==> src/rtl/program_loader_if.sv <==
// Program loader bus: byte stream in, program-memory write port and status out.
// The source side (byte producer / controller) uses the master modport,
// the loader itself uses the slave modport.
interface program_loader_if #(
   parameter int program_code_size = 8,
   parameter int instruction_size  = 24
);
   logic                         start;
   logic [7:0]                   byte_in;
   logic                         byte_valid;
   logic                         byte_ready;
   logic                         wr_en;
   logic [program_code_size-1:0] wr_address;
   logic [instruction_size-1:0]  wr_data;
   logic                         busy;
   logic                         done;
   logic                         error;

   modport master (
      output start, byte_in, byte_valid,
      input  byte_ready, wr_en, wr_address, wr_data, busy, done, error
   );

   modport slave (
      input  start, byte_in, byte_valid,
      output byte_ready, wr_en, wr_address, wr_data, busy, done, error
   );
endinterface

==> src/rtl/program_loader.sv <==
// Program loader: assembles a serial byte stream (MSB-first) into instruction
// words and writes them to program memory from address 0 up to the last
// address, then stops.
// Optional feature macro: LOADER_CHECKSUM_EN -- after the last word one extra
// byte is taken and compared against the modulo-256 sum of all data bytes.
//
// state   | meaning
// --------+----------------------------------------------------------
// S_IDLE  | waiting for start after reset
// S_RECV  | accepting bytes of the current word
// S_WRITE | one-cycle write strobe of the assembled word
// S_CHECK | accepting the checksum byte (LOADER_CHECKSUM_EN only)
// S_DONE  | load finished, waiting for a new start
module program_loader #(
   parameter int program_code_size = 8,
   parameter int instruction_size  = 24
) (
   input logic             clk,
   input logic             nReset,
   program_loader_if.slave bus
);
   localparam int NB    = (instruction_size + 7) / 8;
   localparam int IDX_W = (NB > 1) ? $clog2(NB) : 1;
   localparam logic [program_code_size-1:0] LAST_ADDR = {program_code_size{1'b1}};

   typedef enum logic [2:0] {
      S_IDLE,
      S_RECV,
      S_WRITE,
      S_CHECK,
      S_DONE
   } state_t;

   state_t                        state_q, state_d;
   logic [program_code_size-1:0]  addr_q, addr_d;
   logic [IDX_W-1:0]              idx_q, idx_d;
   logic [instruction_size-1:0]   shreg_q, shreg_d;
   logic                          accept;

`ifdef LOADER_CHECKSUM_EN
   logic [7:0] sum_q, sum_d;
   logic       error_q, error_d;
`endif

   assign bus.byte_ready = (state_q == S_RECV) || (state_q == S_CHECK);
   assign accept         = bus.byte_valid && bus.byte_ready;
   assign bus.wr_en      = (state_q == S_WRITE);
   assign bus.wr_address = addr_q;
   assign bus.wr_data    = shreg_q;
   assign bus.busy       = (state_q == S_RECV) || (state_q == S_WRITE) || (state_q == S_CHECK);
   assign bus.done       = (state_q == S_DONE);
`ifdef LOADER_CHECKSUM_EN
   assign bus.error      = error_q;
`else
   assign bus.error      = 1'b0;
`endif

   // State and datapath registers; reset also clears a partially received word.
   always_ff @(posedge clk or negedge nReset) begin
      if (!nReset) begin
         state_q <= S_IDLE;
         addr_q  <= '0;
         idx_q   <= '0;
         shreg_q <= '0;
`ifdef LOADER_CHECKSUM_EN
         sum_q   <= '0;
         error_q <= 1'b0;
`endif
      end else begin
         state_q <= state_d;
         addr_q  <= addr_d;
         idx_q   <= idx_d;
         shreg_q <= shreg_d;
`ifdef LOADER_CHECKSUM_EN
         sum_q   <= sum_d;
         error_q <= error_d;
`endif
      end
   end

   // Next-state and datapath update; start is only honoured in IDLE and DONE.
   always_comb begin
      state_d = state_q;
      addr_d  = addr_q;
      idx_d   = idx_q;
      shreg_d = shreg_q;
`ifdef LOADER_CHECKSUM_EN
      sum_d   = sum_q;
      error_d = error_q;
`endif
      case (state_q)
         S_IDLE, S_DONE: begin
            if (bus.start) begin
               state_d = S_RECV;
               addr_d  = '0;
               idx_d   = '0;
               shreg_d = '0;
`ifdef LOADER_CHECKSUM_EN
               sum_d   = '0;
               error_d = 1'b0;
`endif
            end
         end
         S_RECV: begin
            if (accept) begin
               // Truncation drops the excess high bits of the first byte.
               shreg_d = instruction_size'({shreg_q, bus.byte_in});
`ifdef LOADER_CHECKSUM_EN
               sum_d   = sum_q + bus.byte_in;
`endif
               if (idx_q == IDX_W'(NB - 1)) begin
                  idx_d   = '0;
                  state_d = S_WRITE;
               end else begin
                  idx_d = idx_q + IDX_W'(1);
               end
            end
         end
         S_WRITE: begin
            if (addr_q != LAST_ADDR) begin
               addr_d  = addr_q + program_code_size'(1);
               state_d = S_RECV;
            end else begin
`ifdef LOADER_CHECKSUM_EN
               state_d = S_CHECK;
`else
               state_d = S_DONE;
`endif
            end
         end
`ifdef LOADER_CHECKSUM_EN
         S_CHECK: begin
            if (accept) begin
               error_d = (bus.byte_in != sum_q);
               state_d = S_DONE;
            end
         end
`endif
         default: state_d = S_IDLE;
      endcase
   end
endmodule

==> src/flat_wrapper.sv <==
// flat-port wrapper written by rule: the top's interface ports become plain ports
module program_loader_flat 
#(
   parameter int program_code_size = 8,
   parameter int instruction_size  = 24
)
  (clk, nReset, bus_start, bus_byte_in, bus_byte_valid, bus_byte_ready, bus_wr_en, bus_wr_address, bus_wr_data, bus_busy, bus_done, bus_error);
  program_loader_if #(.program_code_size(program_code_size), .instruction_size(instruction_size)) bus_i ();
  input logic clk;
  input logic nReset;
  input wire logic [$bits(bus_i.start)-1:0] bus_start;
  input wire logic [$bits(bus_i.byte_in)-1:0] bus_byte_in;
  input wire logic [$bits(bus_i.byte_valid)-1:0] bus_byte_valid;
  output wire logic [$bits(bus_i.byte_ready)-1:0] bus_byte_ready;
  output wire logic [$bits(bus_i.wr_en)-1:0] bus_wr_en;
  output wire logic [$bits(bus_i.wr_address)-1:0] bus_wr_address;
  output wire logic [$bits(bus_i.wr_data)-1:0] bus_wr_data;
  output wire logic [$bits(bus_i.busy)-1:0] bus_busy;
  output wire logic [$bits(bus_i.done)-1:0] bus_done;
  output wire logic [$bits(bus_i.error)-1:0] bus_error;
  assign bus_i.start = bus_start;
  assign bus_i.byte_in = bus_byte_in;
  assign bus_i.byte_valid = bus_byte_valid;
  assign bus_byte_ready = bus_i.byte_ready;
  assign bus_wr_en = bus_i.wr_en;
  assign bus_wr_address = bus_i.wr_address;
  assign bus_wr_data = bus_i.wr_data;
  assign bus_busy = bus_i.busy;
  assign bus_done = bus_i.done;
  assign bus_error = bus_i.error;
  program_loader #(.program_code_size(program_code_size), .instruction_size(instruction_size)) u_core (.clk(clk), .nReset(nReset), .bus(bus_i));
endmodule
==> config.mk <==
export PLATFORM = sky130hd
export DESIGN_NAME = program_loader_flat
export DESIGN_NICKNAME = d
export VERILOG_FILES = /design/src/rtl/program_loader_if.sv /design/src/rtl/program_loader.sv /design/src/flat_wrapper.sv
export SDC_FILE = /design/constraint.sdc
export NUM_CORES = 1
export LEC_CHECK = 0
export ABC_AREA = 0
export ABC_CLOCK_PERIOD_IN_PS = 4500
export CAP_MARGIN = 15
export CORE_ASPECT_RATIO = 0.8
export CORE_UTILIZATION = 45
export DETAILED_ROUTE_END_ITERATION = 7
export GPL_ROUTABILITY_DRIVEN = 0
export PLACE_DENSITY_LB_ADDON = 0.1
export SLEW_MARGIN = 30
export SYNTH_ARGS = -nofsm -noshare
export SYNTH_HDL_FRONTEND = slang
export SYNTH_SLANG_ARGS = --single-unit
==> constraint.sdc <==
create_clock -name clk -period 4.5 [get_ports clk]
set_input_delay 1.35 -clock clk [delete_from_list [all_inputs] [get_ports clk]]
set_output_delay 1.35 -clock clk [all_outputs]
set_load 0.1 [all_outputs]
==> results.toml, run 1 <==
[clocking]
path_clk_slew_ps = 70
htreeDepth = 2
cts_setup_buffers = 0
cts_resized = 0
root_buffer = "clkbuf_8"
cts_buffers = 5
holdBufCountCts = 0
clockBufferDepth = 2
insertion_delay_ps = 280
clock_sinks = 37
tritoncts = "done"

[synthesis]
synthArstFlopShare = 1.00
synth_edf_count = 0
syn_nets = 141
yosysSeqAreaShare = 0.579
yosysWarnings = 0
synth_area_per_cell_um2 = 12.5
synth_cell_types = 41
syn_area_um2 = 1600
synth_ff_type = "dfrtp_1"
netlist_instances = 128
ys_ff_latch = 37

[timing]
timing.fmax_ghz = 0.291
rsz0062_at_grt = "false"
tightest_slew_ps = 986
finalCritPeriodShare = 0.763
finalSetupTns_ps = 0
setup_viol = 0
finalHoldViolations = 0
slew_violations = 0
skew_ps = 8.26
relSlewSlack = 0.341
min_period_ps = 3430
hold_slack_ps = 508

[placement]
dpl_cell_area_um2 = 2060
io_buffers = 47
place_inst = 207
hpwl_um = 2270

[detailed_routing]
wl_per_cell_um = 15.0
drtAntennaViolNets = 0
vias = 1217
route.detailed.drc = 0
drt_iter0_drc = 65
drt_wl_total_um = 3240
via_per_inst = 5.63
first_pass_iters = 4

[floorplanning]
coreArea_um2 = 3240
die-area_um2 = 3790
die_h_um = 55.3
fp.dieW_um = 68.6
io_pins = 49
initial_core_util = 0.493
row_count = 18

[worst_setup_path]
crit_type = "reg -> out"
arrival_ps = 2080
cp.required_ps = 3150
worstPathMaxFanout = 6
worstSetupStartpointType = "flip-flop"
endpoint_kind = "output pin"

[cells_and_area]
antenna_cells = 0
area_delta_synth_final_pct = 36.6
layout.nets = 188
layout_common_cells = "clkdlybuf4s50_1 (44), dfrtp_1 (37), a22o_1 (27), nand2_1 (6), clkbuf_8 (6)"
finalInstanceArea_um2 = 2180
fin_cells = 216
final_common_cell = "clkdlybuf4s50_1"
drive_above_1_share = 0.102

[global_route]
grt_max_degree = 38
antenna_found_initial = 0
grt_pass1_vias = 1119
track_usage = 0.188
overflow = 0
grt_pass1_wl_um = 5320

[outcome]
status = "complete, no violations"

[hold_path]
hold_class = "reg -> reg"

[run]
cap_viol_max_count = 0
flip-flops by register name, summed over array words and instances, names as in the netlist:
register               flops
u_core.bus.wr_address      8
u_core.bus.wr_data        24
u_core.idx_q               2
u_core.state_q             3
path summary, 6_finish.rpt:
kind	start	end	slack, ps	depth (start not counted)
max reg2reg	u_core.state_q[2]	u_core.bus.wr_data[12]	2320	5
max in group asynchronous	nReset	u_core.bus.wr_address[6]	2830	1
min	u_core.bus.wr_data[22]	u_core.bus.wr_data[22]	510	1
min reg2reg	u_core.bus.wr_data[22]	u_core.bus.wr_data[22]	510	1
max	u_core.state_q[1]	bus_busy	1070	3
min in group asynchronous	nReset	u_core.bus.wr_data[22]	1160	1
routing by layer:
layer | routed length [um] | vias to the layer above | part of all wire | track usage
met4 | 33 | 0 | 0.010 | 0.0714
li1 | - | 573 | - | -
met5 | 0 | - | 0 | 0
met3 | 160 | 5 | 0.049 | 0.0496
met2 | 1440 | 32 | 0.44 | 0.251
met1 | 1620 | 607 | 0.50 | 0.287
cell families after synthesis:
logic type | after synthesis | share of synthesized area
AO/OA/AOI/OAI | 42 | 0.226
adder cells (fa/ha/maj) | 1 | 0.00783
buffers and inverters | 12 | 0.0501
flip-flops | 37 | 0.579
multiplexers | 1 | 0.00626
other | 1 | 0.00235
AND/OR/NAND/NOR | 34 | 0.128
cell type report:
cell class	instances	area (um2)
flip-flops and latches	37	926
well taps	40	50.0
multi-input cells	79	592
repair buffers	48	472
fillers	258	1060
inverters	4	27.5
clock buffers	7	86.3
clock inverters	1	30.0
worst max-delay path, cell delays in order (launching register included):
cell             delay, ps
dfrtp_1                460
nor2_1                 100
nor2_1                 110
clkdlybuf4s50_1       1140
per-stage QoR:
step | util | worst slack [ps]
2_1_floorplan | - | 1360
6_report | 0.673 | 1070
5_1_grt | 0.673 | 982
3_5_place_dp | 0.634 | 800
4_1_cts | 0.670 | 1040
3_3_place_gp | 0.634 | 846
cells in the mapped netlist, drive strengths merged, types with 3 or more instances:
cell type  instances  area [um2]
a211o              3        26.3
a22o              27         236
buf                6        45.0
dfrtp             37         926
nand2              6        22.5
nand3              4        25.0
nor2               5        18.8
nor3               3        15.0
nor3b              3        33.8
o21ai              4        31.3
Power of run 1 is not shown: default switching activity piles up to over one toggle a cycle in this logic, so the estimate is an artifact.
==> run 2, diff against run 1 <==
--- a/config.mk
+++ b/config.mk
@@ -6,10 +6,10 @@
 export NUM_CORES = 1
 export LEC_CHECK = 0
 export ABC_AREA = 0
-export ABC_CLOCK_PERIOD_IN_PS = 4500
+export ABC_CLOCK_PERIOD_IN_PS = 3100
 export CAP_MARGIN = 15
 export CORE_ASPECT_RATIO = 0.8
-export CORE_UTILIZATION = 45
+export CORE_UTILIZATION = 41
 export DETAILED_ROUTE_END_ITERATION = 7
 export GPL_ROUTABILITY_DRIVEN = 0
 export PLACE_DENSITY_LB_ADDON = 0.1
==> constraint.sdc (replaced) <==
create_clock -name clk -period 3.1 [get_ports clk]
set_input_delay 0.93 -clock clk [delete_from_list [all_inputs] [get_ports clk]]
set_output_delay 0.93 -clock clk [all_outputs]
set_load 0.1 [all_outputs]
==> run 2 against run 1 <==
Net effect:
- sequential share of layout area up 2.0 points
- cell count up 1.4%
- core utilization down 8.9 points
- clock skew down 6.0 ps
- flip-flop and latch count unchanged
- register-to-register slack worse by 1100 ps
- final area down 4.6%
- routed wire length up 4.7%
- critical endpoint is now bus_wr_en
- largest cell class unchanged
- highest routed layer unchanged
==> results.toml, run 2 (synthesis gave the netlist of run 1 again) <==
[detailed_routing]
drt_iter0_drc = 64
wl_per_cell_um = 15.5
drt_wl_total_um = 3400
route.detailed.drc = 0
first_pass_iters = 6
vias = 1210
drtAntennaViolNets = 0
via_per_inst = 5.53

[clocking]
path_clk_slew_ps = 70
holdBufCountCts = 0
insertion_delay_ps = 280
cts_setup_buffers = 0
root_buffer = "clkbuf_8"
clock_sinks = 37
cts_buffers = 5
tritoncts = "done"
clockBufferDepth = 2
htreeDepth = 2
cts_resized = 0

[timing]
setup_viol = 0
tightest_slew_ps = 788
finalSetupTns_ps = 0
finalHoldViolations = 0
finalCritPeriodShare = 0.828
min_period_ps = 2570
timing.fmax_ghz = 0.390
relSlewSlack = 0.475
slew_violations = 0
skew_ps = 2.31
rsz0062_at_grt = "false"

[cells_and_area]
antenna_cells = 0
largest_register_ffs = 24
num-fill-cells = 297
ff_latch_area_um2 = 926
drive_above_1_share = 0.299
layout.nets = 189
multi_input_area_um2 = 592
layout_common_cells = "buf_4 (37), dfrtp_1 (37), a22o_1 (27), clkdlybuf4s50_1 (10), nand2_1 (6)"
area_delta_synth_final_pct = 30.4

[worst_setup_path]
path_cells = "or3b_1, clkinv_8, buf_12"
crit_type = "reg -> out"
path_buf_inv = 2
max_stage_delay_ps = 570
crit_slowest_cell = "or3b_1"
path_delay_family = "simple AND/OR/NAND/NOR gates"
worstSetupStartpointType = "flip-flop"
endpoint_kind = "output pin"
arrival_ps = 1640
worstPathMaxFanout = 7
cp.required_ps = 2170

[global_route]
overflow = 0
grt_pass1_vias = 1118
grt_max_degree = 38
antenna_found_initial = 0
grt_pass1_wl_um = 5640
track_usage = 0.182

[placement]
io_buffers = 47
hpwl_um = 2350

[floorplanning]
initial_core_util = 0.448
die_h_um = 57.8
coreArea_um2 = 3570
row_count = 19
fp.dieW_um = 71.8
die-area_um2 = 4150
io_pins = 49

[run]
cap_viol_max_count = 0

[outcome]
status = "complete, no violations"

[hold_path]
hold_class = "reg -> reg"
-- run 2: layout make-up --
type	count	share of cell area
Sequential cell	37	0.444
Multi-Input combinational cell	79	0.284
Timing Repair Buffer	49	0.193
Clock buffer	6	0.0348
Tap cell	42	0.0252
Inverter	4	0.0132
Clock inverter	2	0.00480
-- run 2: final timing paths --
| kind | from | endpoint | depth (start not counted) | slack (ps) |
|---|---|---|---|---|
| setup / recovery | u_core.state_q[1] | bus_wr_en | 3 | 530 |
| hold / removal | u_core.bus.wr_data[16] | u_core.bus.wr_data[16] | 1 | 510 |
| setup reg to reg | u_core.state_q[1] | u_core.bus.wr_address[2] | 5 | 1250 |
| hold reg to reg | u_core.bus.wr_data[16] | u_core.bus.wr_data[16] | 1 | 510 |
| max in group asynchronous | nReset | u_core.bus.wr_address[1] | 1 | 1880 |
| min in group asynchronous | nReset | u_core.bus.wr_data[9] | 1 | 730 |
-- run 2: metrics by stage --
step	std cells	utilization	instance area (um2)	worst slack (ps)	hold WS, ps
after floorplan	128	-	1600	377	500
after global placement	211	0.561	2000	668	489
after detailed placement	211	0.561	2000	614	497
after CTS	219	0.584	2080	521	515
after global routing	219	0.584	2080	448	526
final	219	0.584	2080	533	508
-- run 2: worst register-to-register path, cell delays in order (launching register included) --
cell and delay, ps:
dfrtp_1 480, or3b_1 570, clkinv_8 130, o21ai_4 90, and2_4 180, a211o_1 290
-- run 2: per-layer routing --
layer | track usage | routed length (um) | share of wire
met2 | 0.255 | 1520 | 0.45
met4 | 0.0756 | 19 | 0.0056
met1 | 0.270 | 1700 | 0.50
met5 | 0 | 0 | 0
met3 | 0.0470 | 153 | 0.045
Power of run 2 is left out for the same reason.
